===== config.mk =====
export PLATFORM = sky130hd
export DESIGN_NAME = ps2_scan_decoder_flat
export DESIGN_NICKNAME = d
export VERILOG_FILES = /design/src/rtl/ps2_scan_decoder_pkg.sv /design/src/rtl/ps2_scan_decoder_if.sv /design/src/rtl/ps2_event_fifo.sv /design/src/rtl/ps2_scan_decoder.sv /design/src/flat_wrapper.sv
export SDC_FILE = /design/constraint.sdc
export NUM_CORES = 1
export LEC_CHECK = 0
export ABC_AREA = 1
export BUFFER_PORTS_ARGS = -buffer_cell sky130_fd_sc_hd__buf_2
export CAP_MARGIN = 15
export CORE_MARGIN = 2
export CORE_UTILIZATION = 40
export CTS_BUF_LIST = sky130_fd_sc_hd__clkbuf_16
export CTS_CLUSTER_DIAMETER = 120
export DETAILED_ROUTE_END_ITERATION = 12
export PLACE_DENSITY_LB_ADDON = 0.08
export SETUP_SLACK_MARGIN = 0.15
export SLEW_MARGIN = 10
export SYNTH_ARGS = -nofsm -noshare
export SYNTH_HDL_FRONTEND = slang
export SYNTH_SLANG_ARGS = --single-unit
export TNS_END_PERCENT = 10

===== constraint.sdc =====
create_clock -name clk_50_i -period 2.98 [get_ports clk_50_i]
set_clock_uncertainty 0.05 [all_clocks]
set_input_delay 0.298 -clock clk_50_i [delete_from_list [all_inputs] [get_ports clk_50_i]]
set_output_delay 0.298 -clock clk_50_i [all_outputs]
set_load 0.02 [all_outputs]

===== src/rtl/ps2_scan_decoder_pkg.sv =====
// Shared types and constants for the PS/2 scan-code-set-2 decoder.
package ps2_pkg;

    typedef struct packed {
        logic       ext;
        logic       brk;
        logic [7:0] code;
    } ps2_event_t;

    typedef enum logic [2:0] {
        IDLE,
        EXT,
        BRK,
        EXT_BRK,
        PAUSE
    } dec_state_t;

    localparam logic [7:0] SC_EXT        = 8'hE0;
    localparam logic [7:0] SC_BREAK      = 8'hF0;
    localparam logic [7:0] SC_PAUSE      = 8'hE1;
    localparam logic [7:0] SC_PAUSE_CODE = 8'h77;

    // Bytes after E1 before the synthetic Pause make is emitted (7th byte).
    localparam logic [2:0] PAUSE_LAST = 3'd6;

    // Keyboard status/ack responses and line noise that never form key events.
    function automatic logic is_discard(input logic [7:0] b);
        return (b == 8'h00) || (b == 8'hFF) || (b == 8'hAA) ||
               (b == 8'hFA) || (b == 8'hFE);
    endfunction

endpackage


===== src/rtl/ps2_scan_decoder_if.sv =====
// Event read port: the decoder presents the FIFO head, the consumer pops it.
interface ps2_scan_decoder_if;

    logic       ev_valid;
    logic [7:0] ev_code;
    logic       ev_ext;
    logic       ev_break;
    logic       ev_rd;

    modport master (
        output ev_valid,
        output ev_code,
        output ev_ext,
        output ev_break,
        input  ev_rd
    );

    modport slave (
        input  ev_valid,
        input  ev_code,
        input  ev_ext,
        input  ev_break,
        output ev_rd
    );

endinterface


===== src/rtl/ps2_event_fifo.sv =====
// Show-ahead event FIFO with wrap-bit pointers and a sticky overflow flag.
module ps2_event_fifo
    import ps2_pkg::*;
#(
    parameter int DEPTH = 8
) (
    input  logic                     clk_50_i,
    input  logic                     rst_i,
    input  logic                     push,
    input  ps2_event_t               push_data,
    input  logic                     pop,
    input  logic                     ovf_clr,
    output ps2_event_t               head,
    output logic                     head_valid,
    output logic [$clog2(DEPTH):0]   count,
    output logic                     overflow
);

    localparam int AW = $clog2(DEPTH);

    ps2_event_t      mem [DEPTH];
    logic [AW:0]     wr_ptr;
    logic [AW:0]     rd_ptr;
    logic            empty;
    logic            full;
    logic            do_push;
    logic            do_pop;

    assign empty   = (wr_ptr == rd_ptr);
    assign full    = (wr_ptr[AW] != rd_ptr[AW]) &&
                     (wr_ptr[AW-1:0] == rd_ptr[AW-1:0]);
    assign do_pop  = pop && !empty;
    // A pop in the same cycle frees the slot, so a push at full still lands.
    assign do_push = push && (!full || do_pop);

    // NOTE: storage has no reset; the head is forced to zero while empty instead.
    always_ff @(posedge clk_50_i) begin
        if (do_push) begin
            mem[wr_ptr[AW-1:0]] <= push_data;
        end
    end

    // NOTE: sequential state uses non-blocking assignments so every flop samples pre-edge values.
    always_ff @(posedge clk_50_i or posedge rst_i) begin
        if (rst_i) begin
            wr_ptr   <= '0;
            rd_ptr   <= '0;
            overflow <= 1'b0;
        end else begin
            if (do_push) begin
                wr_ptr <= wr_ptr + 1'b1;
            end
            if (do_pop) begin
                rd_ptr <= rd_ptr + 1'b1;
            end
            if (push && full && !do_pop) begin
                overflow <= 1'b1;
            end else if (ovf_clr) begin
                overflow <= 1'b0;
            end
        end
    end

    assign head       = empty ? '0 : mem[rd_ptr[AW-1:0]];
    assign head_valid = !empty;
    assign count      = wr_ptr - rd_ptr;

endmodule


===== src/rtl/ps2_scan_decoder.sv =====
// Scan-code-set-2 prefix decoder feeding an event FIFO.
// Define PS2_DEC_TYPEMATIC_FILTER_EN to drop keyboard auto-repeat makes.
module ps2_scan_decoder
    import ps2_pkg::*;
#(
    parameter int DEPTH = 8
) (
    input  logic                    clk_50_i,
    input  logic                    rst_i,
    input  logic                    valid_i,
    input  logic [7:0]              scancode_i,
    ps2_scan_decoder_if.master      ev_if,
    output logic                    overflow_o,
    input  logic                    ovf_clr_i,
    output logic [$clog2(DEPTH):0]  count_o
);

    dec_state_t  state;
    logic [2:0]  pause_cnt;
    logic        valid_q;
    logic        accept;
    logic        discard;
    logic        emit;
    ps2_event_t  emit_ev;
    logic        push;
    ps2_event_t  head;

    assign accept  = valid_i && !valid_q;
    assign discard = is_discard(scancode_i);

    // NOTE: every always_comb output gets a default first so no latch is inferred.
    always_comb begin
        emit         = 1'b0;
        emit_ev.ext  = 1'b0;
        emit_ev.brk  = 1'b0;
        emit_ev.code = scancode_i;
        unique case (state)
            IDLE: begin
                emit = !discard && (scancode_i != SC_EXT) &&
                       (scancode_i != SC_BREAK) && (scancode_i != SC_PAUSE);
            end
            EXT: begin
                emit        = !discard && (scancode_i != SC_BREAK);
                emit_ev.ext = 1'b1;
            end
            BRK: begin
                emit        = !discard;
                emit_ev.brk = 1'b1;
            end
            EXT_BRK: begin
                emit        = !discard;
                emit_ev.ext = 1'b1;
                emit_ev.brk = 1'b1;
            end
            PAUSE: begin
                emit         = (pause_cnt == PAUSE_LAST);
                emit_ev.ext  = 1'b1;
                emit_ev.code = SC_PAUSE_CODE;
            end
            default: emit = 1'b0;
        endcase
        emit = emit && accept;
    end

    always_ff @(posedge clk_50_i or posedge rst_i) begin
        if (rst_i) begin
            valid_q   <= 1'b0;
            state     <= IDLE;
            pause_cnt <= '0;
        end else begin
            valid_q <= valid_i;
            if (accept) begin
                unique case (state)
                    IDLE: begin
                        if (discard) begin
                            state <= IDLE;
                        end else if (scancode_i == SC_EXT) begin
                            state <= EXT;
                        end else if (scancode_i == SC_BREAK) begin
                            state <= BRK;
                        end else if (scancode_i == SC_PAUSE) begin
                            state     <= PAUSE;
                            pause_cnt <= '0;
                        end
                    end
                    EXT: begin
                        state <= (!discard && scancode_i == SC_BREAK) ? EXT_BRK : IDLE;
                    end
                    BRK, EXT_BRK: begin
                        state <= IDLE;
                    end
                    // Pause's payload is consumed blindly; noise bytes are not filtered here.
                    PAUSE: begin
                        if (pause_cnt == PAUSE_LAST) begin
                            state     <= IDLE;
                            pause_cnt <= '0;
                        end else begin
                            pause_cnt <= pause_cnt + 1'b1;
                        end
                    end
                    default: state <= IDLE;
                endcase
            end
        end
    end

`ifdef PS2_DEC_TYPEMATIC_FILTER_EN
    logic [8:0] last_make;
    logic       held;
    logic       same_key;

    assign same_key = (last_make == {emit_ev.ext, emit_ev.code});
    assign push     = emit && !(!emit_ev.brk && held && same_key);

    always_ff @(posedge clk_50_i or posedge rst_i) begin
        if (rst_i) begin
            last_make <= '0;
            held      <= 1'b0;
        end else if (emit) begin
            if (emit_ev.brk) begin
                if (same_key) begin
                    held <= 1'b0;
                end
            end else if (!(held && same_key)) begin
                last_make <= {emit_ev.ext, emit_ev.code};
                held      <= 1'b1;
            end
        end
    end
`else
    assign push = emit;
`endif

    ps2_event_fifo #(
        .DEPTH (DEPTH)
    ) u_fifo (
        .clk_50_i   (clk_50_i),
        .rst_i      (rst_i),
        .push       (push),
        .push_data  (emit_ev),
        .pop        (ev_if.ev_rd),
        .ovf_clr    (ovf_clr_i),
        .head       (head),
        .head_valid (ev_if.ev_valid),
        .count      (count_o),
        .overflow   (overflow_o)
    );

    assign ev_if.ev_code  = head.code;
    assign ev_if.ev_ext   = head.ext;
    assign ev_if.ev_break = head.brk;

endmodule


===== src/flat_wrapper.sv =====
// flat-port wrapper written by rule: the top's interface ports become plain ports
module ps2_scan_decoder_flat import ps2_pkg::*;
#(
    parameter int DEPTH = 8
)
  (clk_50_i, rst_i, valid_i, scancode_i, overflow_o, ovf_clr_i, count_o, ev_if_ev_valid, ev_if_ev_code, ev_if_ev_ext, ev_if_ev_break, ev_if_ev_rd);
  ps2_scan_decoder_if ev_if_i ();
  input  logic clk_50_i;
  input  logic rst_i;
  input  logic valid_i;
  input  logic [7:0] scancode_i;
  output logic overflow_o;
  input  logic ovf_clr_i;
  output logic [$clog2(DEPTH):0] count_o;
  output wire logic [$bits(ev_if_i.ev_valid)-1:0] ev_if_ev_valid;
  output wire logic [$bits(ev_if_i.ev_code)-1:0] ev_if_ev_code;
  output wire logic [$bits(ev_if_i.ev_ext)-1:0] ev_if_ev_ext;
  output wire logic [$bits(ev_if_i.ev_break)-1:0] ev_if_ev_break;
  input wire logic [$bits(ev_if_i.ev_rd)-1:0] ev_if_ev_rd;
  assign ev_if_ev_valid = ev_if_i.ev_valid;
  assign ev_if_ev_code = ev_if_i.ev_code;
  assign ev_if_ev_ext = ev_if_i.ev_ext;
  assign ev_if_ev_break = ev_if_i.ev_break;
  assign ev_if_i.ev_rd = ev_if_ev_rd;
  ps2_scan_decoder #(.DEPTH(DEPTH)) u_core (.clk_50_i(clk_50_i), .rst_i(rst_i), .valid_i(valid_i), .scancode_i(scancode_i), .ev_if(ev_if_i), .overflow_o(overflow_o), .ovf_clr_i(ovf_clr_i), .count_o(count_o));
endmodule

==> results of run 1 <==
[logic make-up (layout without fill, tap and decap cells)]
kind of cell / after synthesis / after routing / synth area share, %
AND/OR/NAND/NOR: 169 / 169 / 17.5
XOR/XNOR: 8 / 8 / 1.58
buffers and inverters: 52 / 95 / 4.70
flip-flops: 96 / 96 / 63.4
AO/OA/AOI/OAI: 86 / 86 / 11.0
adder cells (fa/ha/maj): 6 / 6 / 1.87
[path summary, 6_finish.rpt]
kind / endpoint / depth (start not counted) / from / slack (ps)
max reg2reg: u_core.u_fifo.mem[7][5] / 8 / u_core.u_fifo.wr_ptr[0] / 760
max in group asynchronous: u_core.state[0] / 2 / rst_i / 2480
min in group clk_50_i: u_core.valid_q / 1 / valid_i / 30
max: ev_if_ev_break / 8 / u_core.u_fifo.wr_ptr[0] / 380
min: u_core.u_fifo.rd_ptr[2] / 2 / rst_i / -20
min reg2reg: u_core.u_fifo.rd_ptr[3] / 1 / u_core.u_fifo.rd_ptr[3] / 450
[placed cells by master, fill, tap and decap left out, types with 2 or more instances in the layout]
master / n
sky130_fd_sc_hd__edfxtp_1: 80
sky130_fd_sc_hd__nor2_1: 75
sky130_fd_sc_hd__o21ai_0: 55
sky130_fd_sc_hd__nand2_1: 45
sky130_fd_sc_hd__buf_2: 28
sky130_fd_sc_hd__inv_1: 24
sky130_fd_sc_hd__buf_4: 16
sky130_fd_sc_hd__dfrtp_1: 16
sky130_fd_sc_hd__nor2_2: 14
sky130_fd_sc_hd__inv_2: 13
sky130_fd_sc_hd__nand3_1: 13
sky130_fd_sc_hd__o22ai_1: 11
sky130_fd_sc_hd__a31oi_1: 10
sky130_fd_sc_hd__clkbuf_16: 9
sky130_fd_sc_hd__nand2_2: 7
sky130_fd_sc_hd__nand4_1: 7
sky130_fd_sc_hd__ha_1: 5
sky130_fd_sc_hd__xor2_1: 4
sky130_fd_sc_hd__xnor2_1: 4
sky130_fd_sc_hd__a21oi_1: 4
sky130_fd_sc_hd__clkinv_2: 3
sky130_fd_sc_hd__nor2_4: 2
sky130_fd_sc_hd__nand3_4: 2
[power by group through the flow]
stage	logic [uW]	clock network, uW	registers [uW]
4_1_cts	2260	1120	1810
2_1_floorplan	1580	0	1800
6_report	2240	1110	1810
5_1_grt	2540	1180	1830
3_3_place_gp	2240	0	1830
3_5_place_dp	2240	0	1840
[sequential cells by signal (all words and copies together), names as in the netlist]
name and flops:
u_core.u_fifo.mem 80, u_core.u_fifo.rd_ptr 4, u_core.u_fifo.wr_ptr 4, u_core.pause_cnt 3
u_core.state 3, u_core.u_fifo.overflow 1, u_core.valid_q 1
[what timing repair did]
| item | in CTS | in global routing |
|---|---|---|
| gates cloned | 0 | 1 |
| resized for setup | 1 | 3 |
| setup endpoints to repair | 1 | 2 |
[worst max-delay path, delay by kind of cell (launching register included)]
kind | cells | cell delay [ps]
flip-flops | 1 | 440
AND/OR/NAND/NOR | 2 | 250
adder cells (fa/ha/maj) | 1 | 340
AO/OA/AOI/OAI | 2 | 340
buffers and inverters | 3 | 540
[per-layer routing]
| layer | part of all wire (%) | vias up | GRT usage, % |
|---|---|---|---|
| met3 | 3.3 | 4 | 2.99 |
| met5 | 0 | - | 0 |
| met1 | 47 | 1449 | 24.4 |
| li1 | - | 1520 | - |
| met4 | 0.62 | 0 | 7.60 |
| met2 | 49 | 46 | 30.3 |
[layout make-up]
class / instances / area (um^2) / area share [%]
multi-input combinational: 269 / 1420 / 28.0
timing repair inverter: 1 / 7.51 / 0.148
timing repair buffer: 44 / 260 / 5.13
clock inverter: 7 / 56.3 / 1.11
tap: 140 / 175 / 3.45
clock buffer: 9 / 225 / 4.44
sequential: 96 / 2800 / 55.2
inverter: 34 / 128 / 2.52
[through the flow]
stage	hold WS, ps	util, %	cells
2_1_floorplan	162	-	417
3_3_place_gp	371	44.3	583
3_5_place_dp	374	44.3	583
4_1_cts	13.4	46.9	599
5_1_grt	26.8	47.0	600
6_report	-16.5	47.0	600
==> results.cfg, run 1 <==
[timing]
grt_setup_unrepaired = false
tightest_slew_ps = 647
final.hold.worst_slack_ps = -16.5
timing.fmax_mhz = 384
clock_period_minus_final_worst_setup_slack_ps = 2600
setup-violations-final = 0
timing_hold_violations_final = 16
finalWorstSetupSlack_ps = 379
finalCritPeriodShare_pct = 87.3
final_slew_violations = 0
maxSlewHeadroom_pct = 56.8
setup_total_negative_slack_ps = 0

[clock_network]
worst_setup_hold_path_clk_slew_ps = 60
clk_latency_ps = 340
cts_made_buffers = 9
tritoncts = done
cts_post_setup_buffers_inserted = 0
cts_htree_levels = 3
numClockSinks = 96
postCtsHoldBufs = 0
clk_root_buffer_cell = sky130_fd_sc_hd__clkbuf_16
cts.path.max_buffers = 2

[flow_run]
max_cap_violations = 0

[setup_path]
worstPathMaxFanout = 7
critical_path.cell_chain = inv_1 > ha_1 > nand3_1 > nor2_4 > inv_2 > o21ai_0 > a31oi_1 > buf_2
critical_path_arrival_ps = 2250
crit_required_ps = 2630
timing.setup.critical_path_class = reg2out
end_kind = output pin
worst_path_max_delay_cell = sky130_fd_sc_hd__dfrtp_1
crit_path_max_incr_delay_ps = 440
start_kind = flip-flop

[drt]
antenna_violating_nets_left = 0
routed_wl_um = 9870
via_count = 3019
wl_per_cell_um = 16.5
number_of_search_and_repair_iterations_in_the_first_detailed_routing_pass = 4
dr.first_iter.drc_count = 187
detailed_route_drc_error_count = 0
vias_per_cell = 5.03

[finish]
num-fill-cells = 998
final_net_count = 474
diodes = 0
area_delta_synth_final_pct = 14.7
post-route-cell-area_um2 = 5070
fraction_of_final_layout_cells_sized_beyond_drive_strength_1_pct = 22.0

[global_route]
grt_start_max_net_pins = 41
grtUsageTotal_pct = 18.5
overflow = 0
antenna_found_initial = 0
number_of_global_route_vias_before_repair = 3077
global_route_wire_length_before_repair_um = 16200

[synth]
ys_top_cells_by_area = sky130_fd_sc_hd__edfxtp_1, sky130_fd_sc_hd__dfrtp_1, sky130_fd_sc_hd__nor2_1
yosysWarningCount = 0
gate_count_of_the_mapped_netlist = 417
synth_seq_cells = 96
yosysSeqAreaShare_pct = 63.4
syn-num-nets = 436
netlist.area_leader.share_pct = 54.3
synthMostInstantiatedCell = sky130_fd_sc_hd__edfxtp_1
synth.avg_cell_area_um2 = 10.6
synth-edff-count = 80
ys_top_cells_by_count = sky130_fd_sc_hd__edfxtp_1, sky130_fd_sc_hd__nor2_1, sky130_fd_sc_hd__o21ai_0, sky130_fd_sc_hd__nand2_1, sky130_fd_sc_hd__inv_1
synth_cell_types = 33
synth_async_sr_flop_share_pct = 16.7
post_synth_instance_area_um2 = 4420
dominantRegCellSynth = sky130_fd_sc_hd__edfxtp_1
synth_area_leader_cell = sky130_fd_sc_hd__edfxtp_1

[floorplan]
die-width_um = 109
chipHeight_um = 109
design.die.area_um2 = 11900
rows = 38
num_io_pins = 29
fp.coreArea_um2 = 10800
initial_utilization_pct = 41.0

[power_and_ir_drop]
clock_power_share_pct = 21.5
power_density_nw_per_um2 = 1020
power.switching_uw = 2120
combinationalPowerShare_pct = 43.4
cell_internal_pwr_uw = 3040
seqPwrFrac_pct = 35.1
power.total_uw = 5160
power.static_leakage_uw = 0.00196
worst_ir_drop_on_vdd_v = 0.000950
switching_share_pct = 41.1

[placement]
gpl.final_weighted_congestion = 0.776
pre_cts_ws_ps = 489
port_buf_inserts = 28
postPlaceCellArea_um2 = 4780
dp_hpwl_um = 6330

[run_status]
status = finished with violations
failing_checks = hold timing

[hold_path]
hold_path_class = in2async
No activity file was read; power rests on OpenSTA's default activity.
==> inputs of run 2 (changes only) <==
Settings changed: HOLD_SLACK_MARGIN set to 0.05.
==> run 2 against run 1 <==
  * The run now ends clean
  * Final cell count grew 0.33%
  * Global-route usage about the same
  * Combinational power about the same
  * Critical path depth stayed put
  * Non-clock buffer count grew 2
  * Sequential power hardly changed
  * Worst hold slack improved by 99 ps
  * Worst setup slack better by 12 ps
  * Die area unchanged
  * Core utilization grew 0.19 points
  * Largest power group unchanged
  * Highest routed layer unchanged
==> results.cfg, run 2 (same netlist as run 1, synthesis figures left out) <==
[floorplan]
initial_utilization_pct = 41.0
fp.coreArea_um2 = 10800
chipHeight_um = 109
rows = 38
design.die.area_um2 = 11900
num_io_pins = 29
die-width_um = 109

[finish]
post-route-util_pct = 47.2
post-route-cell-area_um2 = 5090
area_delta_synth_final_pct = 15.2
final_net_count = 476
mostFrequentLayoutCells = sky130_fd_sc_hd__edfxtp_1, sky130_fd_sc_hd__nor2_1, sky130_fd_sc_hd__o21ai_0
fraction_of_final_layout_cells_sized_beyond_drive_strength_1_pct = 21.9
mostFrequentLayoutCell = sky130_fd_sc_hd__edfxtp_1
stdcell_count = 602
largest_reg_flops = 80
diodes = 0

[timing]
timing.fmax_mhz = 386
timing_hold_violations_final = 0
clock_period_minus_final_worst_setup_slack_ps = 2590
tightest_slew_ps = 647
grt_setup_unrepaired = false
setup_total_negative_slack_ps = 0
setup-violations-final = 0
finalCritPeriodShare_pct = 86.9
maxSlewHeadroom_pct = 56.8
final_slew_violations = 0

[setup_path]
critPathBufInv = 3
critical_path.cell_chain = inv_1 > ha_1 > nand3_1 > nor2_4 > inv_2 > o21ai_0 > a31oi_1 > buf_2
start_kind = flip-flop
worst_path_max_delay_cell = sky130_fd_sc_hd__dfrtp_1
timing.setup.critical_path_class = reg2out
worstReg2RegEnd = u_core.u_fifo.mem[7][5]
r2r_start = u_core.u_fifo.wr_ptr[0]
crit_path_max_incr_delay_ps = 440
worstPathMaxFanout = 7
crit_required_ps = 2630
ff2ff_path_depth = 8
critical_path_arrival_ps = 2240
ff2ff_setup_slack_ps = 760
end_kind = output pin
delay_heaviest_family_cp = buffers and inverters

[flow_run]
max_cap_violations = 0

[global_route]
global_route_wire_length_before_repair_um = 16200
grt_start_max_net_pins = 41
number_of_global_route_vias_before_repair = 3089
overflow = 0
antenna_found_initial = 0
grtUsageTotal_pct = 18.5

[drt]
routed_wl_um = 9950
dr.first_iter.drc_count = 188
wl_per_cell_um = 16.5
vias_per_cell = 5.09
antenna_violating_nets_left = 0
detailed_route_drc_error_count = 0
number_of_search_and_repair_iterations_in_the_first_detailed_routing_pass = 4
via_count = 3064

[clock_network]
numClockSinks = 96
clk_root_buffer_cell = sky130_fd_sc_hd__clkbuf_16
cts.path.max_buffers = 2
clk_latency_ps = 340
cts_post_setup_buffers_inserted = 0
worst_setup_hold_path_clk_slew_ps = 60
cts_htree_levels = 3
tritoncts = done
cts_made_buffers = 9

[power_and_ir_drop]
power.static_leakage_uw = 0.00197
worst_ir_drop_on_vdd_v = 0.000959
power_density_nw_per_um2 = 1020

[placement]
port_buf_inserts = 28
dp_hpwl_um = 6330
dp_cells = 583
gpl.final_weighted_congestion = 0.776
postPlaceCellArea_um2 = 4780

[hold_path]
hold_path.startpoint = ovf_clr_i
hold_path_class = in2reg
whs_path_depth = 2
hold_end = u_core.u_fifo.overflow

[run_status]
status = completed
[run 2: changes by cell type in the layout (fill, tap and decap cells not counted)]
cell / delta
sky130_fd_sc_hd__dlygate4sd3_1: +2
[run 2: cell type report]
| cell class | count | area, um^2 |
|---|---|---|
| clock buffer | 9 | 225 |
| sequential | 96 | 2800 |
| fill | 996 | 5700 |
| timing repair buffer | 46 | 280 |
| tap | 140 | 175 |
| timing repair inverter | 1 | 7.51 |
| inverter | 34 | 128 |
| multi-input combinational | 269 | 1420 |
| clock inverter | 7 | 56.3 |
[run 2: metrics by stage]
step | setup slack [ps] | total power (uW) | hold WS (ps)
floorplan | 612 | 3380 | 162
global placement | 484 | 4070 | 371
detailed placement | 489 | 4090 | 374
CTS | 285 | 5190 | 75.0
global route | 207 | 5550 | 98.6
finish | 391 | 5170 | 82.8
[run 2: routing by layer]
metal	global-route usage, %	vias to the layer above	part of all wire [%]
li1	-	1525	-
met1	24.4	1473	47
met2	30.4	54	48
met3	2.99	12	3.0
met4	7.60	0	1.5
met5	0	-	0
[run 2: how the worst max path moves through the flow]
| stage | from | to | slack [ps] | depth (start not counted) |
|---|---|---|---|---|
| floorplan | u_core.u_fifo.rd_ptr[1] | ev_if_ev_break | 610 | 9 |
| finish | u_core.u_fifo.wr_ptr[0] | ev_if_ev_break | 390 | 8 |
| global route | u_core.u_fifo.wr_ptr[0] | ev_if_ev_break | 210 | 8 |
| global placement | u_core.u_fifo.wr_ptr[0] | ev_if_ev_break | 480 | 8 |
| detailed placement | u_core.u_fifo.wr_ptr[0] | ev_if_ev_break | 490 | 8 |
| CTS | u_core.u_fifo.wr_ptr[0] | ev_if_ev_break | 280 | 8 |
[run 2: where the power goes]
part           switching, uW  internal, uW
Clock                    471           637
Combinational           1550           707
Sequential               114          1700
Total                   2130          3040
[run 2: repair_timing]
| item | in CTS | in global routing |
|---|---|---|
| endpoints found under the setup margin | 1 | 2 |
| endpoints found under the hold margin | 17 | 0 |
| hold buffers | 2 | 0 |
| gates resized for setup | 1 | 3 |
| gates cloned | 0 | 1 |
==> inputs of run 3 (changes only) <==
Settings changed: SYNTH_HIERARCHICAL set to 1.
==> run 3 against run 2 <==
  * Core utilization fell by 0.92 points
  * Final cell count rose by 21%
  * Non-clock buffer count fell by 2
  * Sequential share of layout area fell by 4.6 points
  * Via count rose by 12%
  * Register-to-register slack got worse by 180 ps
  * Global-route usage fell by 0.088 points
  * Maximum frequency rose by 1.8%
  * Area after synthesis rose by 11%
  * Die area rose by 11%
  * Critical path type unchanged
  * Critical endpoint is now ev_if_ev_code[7]
==> results.cfg, run 3 <==
[power_and_ir_drop]
power_density_nw_per_um2 = 915
power.total_uw = 5080
seqPwrFrac_pct = 33.6
switching_share_pct = 41.2
cell_internal_pwr_uw = 2990
worst_ir_drop_on_vdd_v = 0.000482
clock_power_share_pct = 23.7
power.static_leakage_uw = 0.00266
power.switching_uw = 2100
combinationalPowerShare_pct = 42.7

[synth]
yosysSeqAreaShare_pct = 57.0
synth_xor_area_share_pct = 0.891
synthMostInstantiatedCell = sky130_fd_sc_hd__nand2_1
synth_top_family_by_area = simple AND/OR/NAND/NOR gates
synth.avg_cell_area_um2 = 9.05
synth-edff-count = 80
synthesized_area_fraction_occupied_by_ao_oa_aoi_and_oai_cells_pct = 2.19
synth_seq_cells = 96
post_synth_instance_area_um2 = 4910
synth_async_sr_flop_share_pct = 16.7
ys_top_cells_by_count = sky130_fd_sc_hd__nand2_1, sky130_fd_sc_hd__inv_1, sky130_fd_sc_hd__edfxtp_1, sky130_fd_sc_hd__nand3_1, sky130_fd_sc_hd__nor2_1
netlist.area_leader.share_pct = 48.9
post_synth_and_or_nand_nor_area_fraction_pct = 27.1
synth_cell_types = 35
yosysWarningCount = 6
synth_area_leader_cell = sky130_fd_sc_hd__edfxtp_1
yosys.area_share.adder_pct = 1.68
dominantRegCellSynth = sky130_fd_sc_hd__edfxtp_1
gate_count_of_the_mapped_netlist = 543
ys_top_cells_by_area = sky130_fd_sc_hd__edfxtp_1, sky130_fd_sc_hd__nand2_1, sky130_fd_sc_hd__dfrtp_1
syn-num-nets = 562
post_synth_mux_area_share_pct = 0

[finish]
largest_reg_flops = 80
register_area_um2 = 2800
area_delta_synth_final_pct = 13.1
multiInputGateArea_um2 = 1570
diodes = 0
fraction_of_final_layout_cells_sized_beyond_drive_strength_1_pct = 16.3
final_net_count = 598
mostFrequentLayoutCells = sky130_fd_sc_hd__nand2_1, sky130_fd_sc_hd__inv_1, sky130_fd_sc_hd__edfxtp_1
post-route-cell-area_um2 = 5560
num-fill-cells = 1158
mostFrequentLayoutCell = sky130_fd_sc_hd__nand2_1

[hold_path]
hold_path.startpoint = ovf_clr_i
hold_path_class = in2reg

[timing]
setup-violations-final = 0
setup_total_negative_slack_ps = 0
timing_hold_violations_final = 0
maxSlewHeadroom_pct = 45.6
tightest_slew_ps = 812
final.hold.worst_slack_ps = 91.6
final_slew_violations = 0
clock_period_minus_final_worst_setup_slack_ps = 2540
finalCritPeriodShare_pct = 85.3
grt_setup_unrepaired = false
timing.fmax_mhz = 393
finalWorstSetupSlack_ps = 437

[global_route]
number_of_global_route_vias_before_repair = 3215
antenna_found_initial = 0
grtUsageTotal_pct = 18.4
global_route_wire_length_before_repair_um = 17700
grt_start_max_net_pins = 42
overflow = 0

[run_status]
status = completed

[clock_network]
worst_setup_hold_path_clk_slew_ps = 70
cts_htree_levels = 3
clk_root_buffer_cell = sky130_fd_sc_hd__clkbuf_16
cts.path.max_buffers = 2
clk_latency_ps = 340
tritoncts = done
cts_made_buffers = 9
post_cts_resized = 0
numClockSinks = 96

[setup_path]
end_kind = output pin
delay_heaviest_family_cp = buffers and inverters
critical_path_arrival_ps = 2200
timing.setup.critical_path_class = reg2out
timing.critical_path.from = u_core/u_fifo/wr_ptr[0]
critPathBufInv = 3
ff2ff_path_depth = 8
worstPathMaxFanout = 15
crit_required_ps = 2630
start_kind = flip-flop
crit_cells = 8
crit_path_frequent_cell = sky130_fd_sc_hd__inv_1
worstReg2RegEnd = u_core/u_fifo/mem[4][0]
r2r_start = u_core/state[1]
crit_path_max_incr_delay_ps = 500
critical_path.cell_chain = inv_1 > ha_1 > inv_1 > nor2_4 > nand3_4 > nand2_1 > nor2_1 > buf_2
ff2ff_setup_slack_ps = 580
setup.worst_path.end = ev_if_ev_code[7]
worst_path_max_delay_cell = sky130_fd_sc_hd__dfrtp_1

[placement]
pre_cts_ws_ps = 515
port_buf_inserts = 28
gpl.final_weighted_congestion = 0.847
postPlaceCellArea_um2 = 5230
dp_hpwl_um = 7890

[drt]
dr_wl_met3_um = 466
dr.first_iter.drc_count = 182
met2_length_um = 5390
detailed_route_drc_error_count = 0
wl_per_cell_um = 15.4
vias_per_cell = 4.68
routed_wl_um = 11300
via_count = 3423
antenna_violating_nets_left = 0
number_of_search_and_repair_iterations_in_the_first_detailed_routing_pass = 5
wl_met1_um = 5270
maxUsedRoutingLayer = met4

[floorplan]
design.die.area_um2 = 13200
chipHeight_um = 115
fp.coreArea_um2 = 12000
rows = 40
initial_utilization_pct = 40.9
die-width_um = 115
num_io_pins = 29

[flow_run]
max_cap_violations = 0
-- run 3: changes by cell type in the layout (fill, tap and decap cells not counted), sizes merged, moves of 3 or more --
cell   previous run  this run
nand2            53       155
inv              37       113
nand3            15        70
o21ai            57         6
nor2             91        52
a31oi            10         0
o22ai            11         2
a21oi             5        10
or2               0         4
nand4             7         4
-- run 3: cell families (layout without fill, tap and decap cells) --
family	after synthesis	count (layout)
DFF	96	96
adders and majority gates	6	6
xor gates and xnor gates	5	5
AOI/OAI and AO/OA	18	18
buffers and inverters	131	172
and+or+nand+nor	287	287
-- run 3: worst min-delay path by stage --
stage,cells after the start,slack [ps],to
after detailed placement,2,210,u_core/valid_q
final,2,90,u_core/u_fifo/overflow
after global placement,2,200,u_core/valid_q
after floorplan,1,50,u_core/pause_cnt[0]
after global routing,2,120,u_core/u_fifo/overflow
after CTS,2,90,u_core/u_fifo/overflow
-- run 3: final cells by class --
cell class,instances,area share (%)
Inverter,112,7.72
Clock inverter,7,1.53
Clock buffer,9,4.05
Multi-Input combinational cell,316,28.2
Sequential cell,96,50.4
Tap cell,147,3.31
Timing Repair Buffer,44,4.77
-- run 3: timing repair --
action,CTS,global route
hold endpoints to repair,17,0
setup buffers,0,0
hold buffers,2,0
endpoints found under the setup margin,0,0
-- run 3: metal layers --
layer / GRT usage, % / up-vias
met2: 29.5 / 73
li1: - / 1774
met5: 0 / -
met4: 5.30 / 0
met1: 26.0 / 1568
met3: 3.06 / 8
-- run 3: power by group through the flow --
stage / Sequential (uW) / Clock [uW] / Combinational (uW)
floorplan: 1670 / 0 / 1620
global placement: 1740 / 0 / 2180
detailed placement: 1730 / 0 / 2190
CTS: 1710 / 1230 / 2200
global route: 1720 / 1290 / 2420
finish: 1710 / 1210 / 2170
-- run 3: stage by stage --
step | cells | utilization, %
floorplan | 543 | -
global placement | 713 | 43.5
detailed placement | 713 | 43.5
CTS | 731 | 46.3
global route | 731 | 46.3
finish | 731 | 46.3
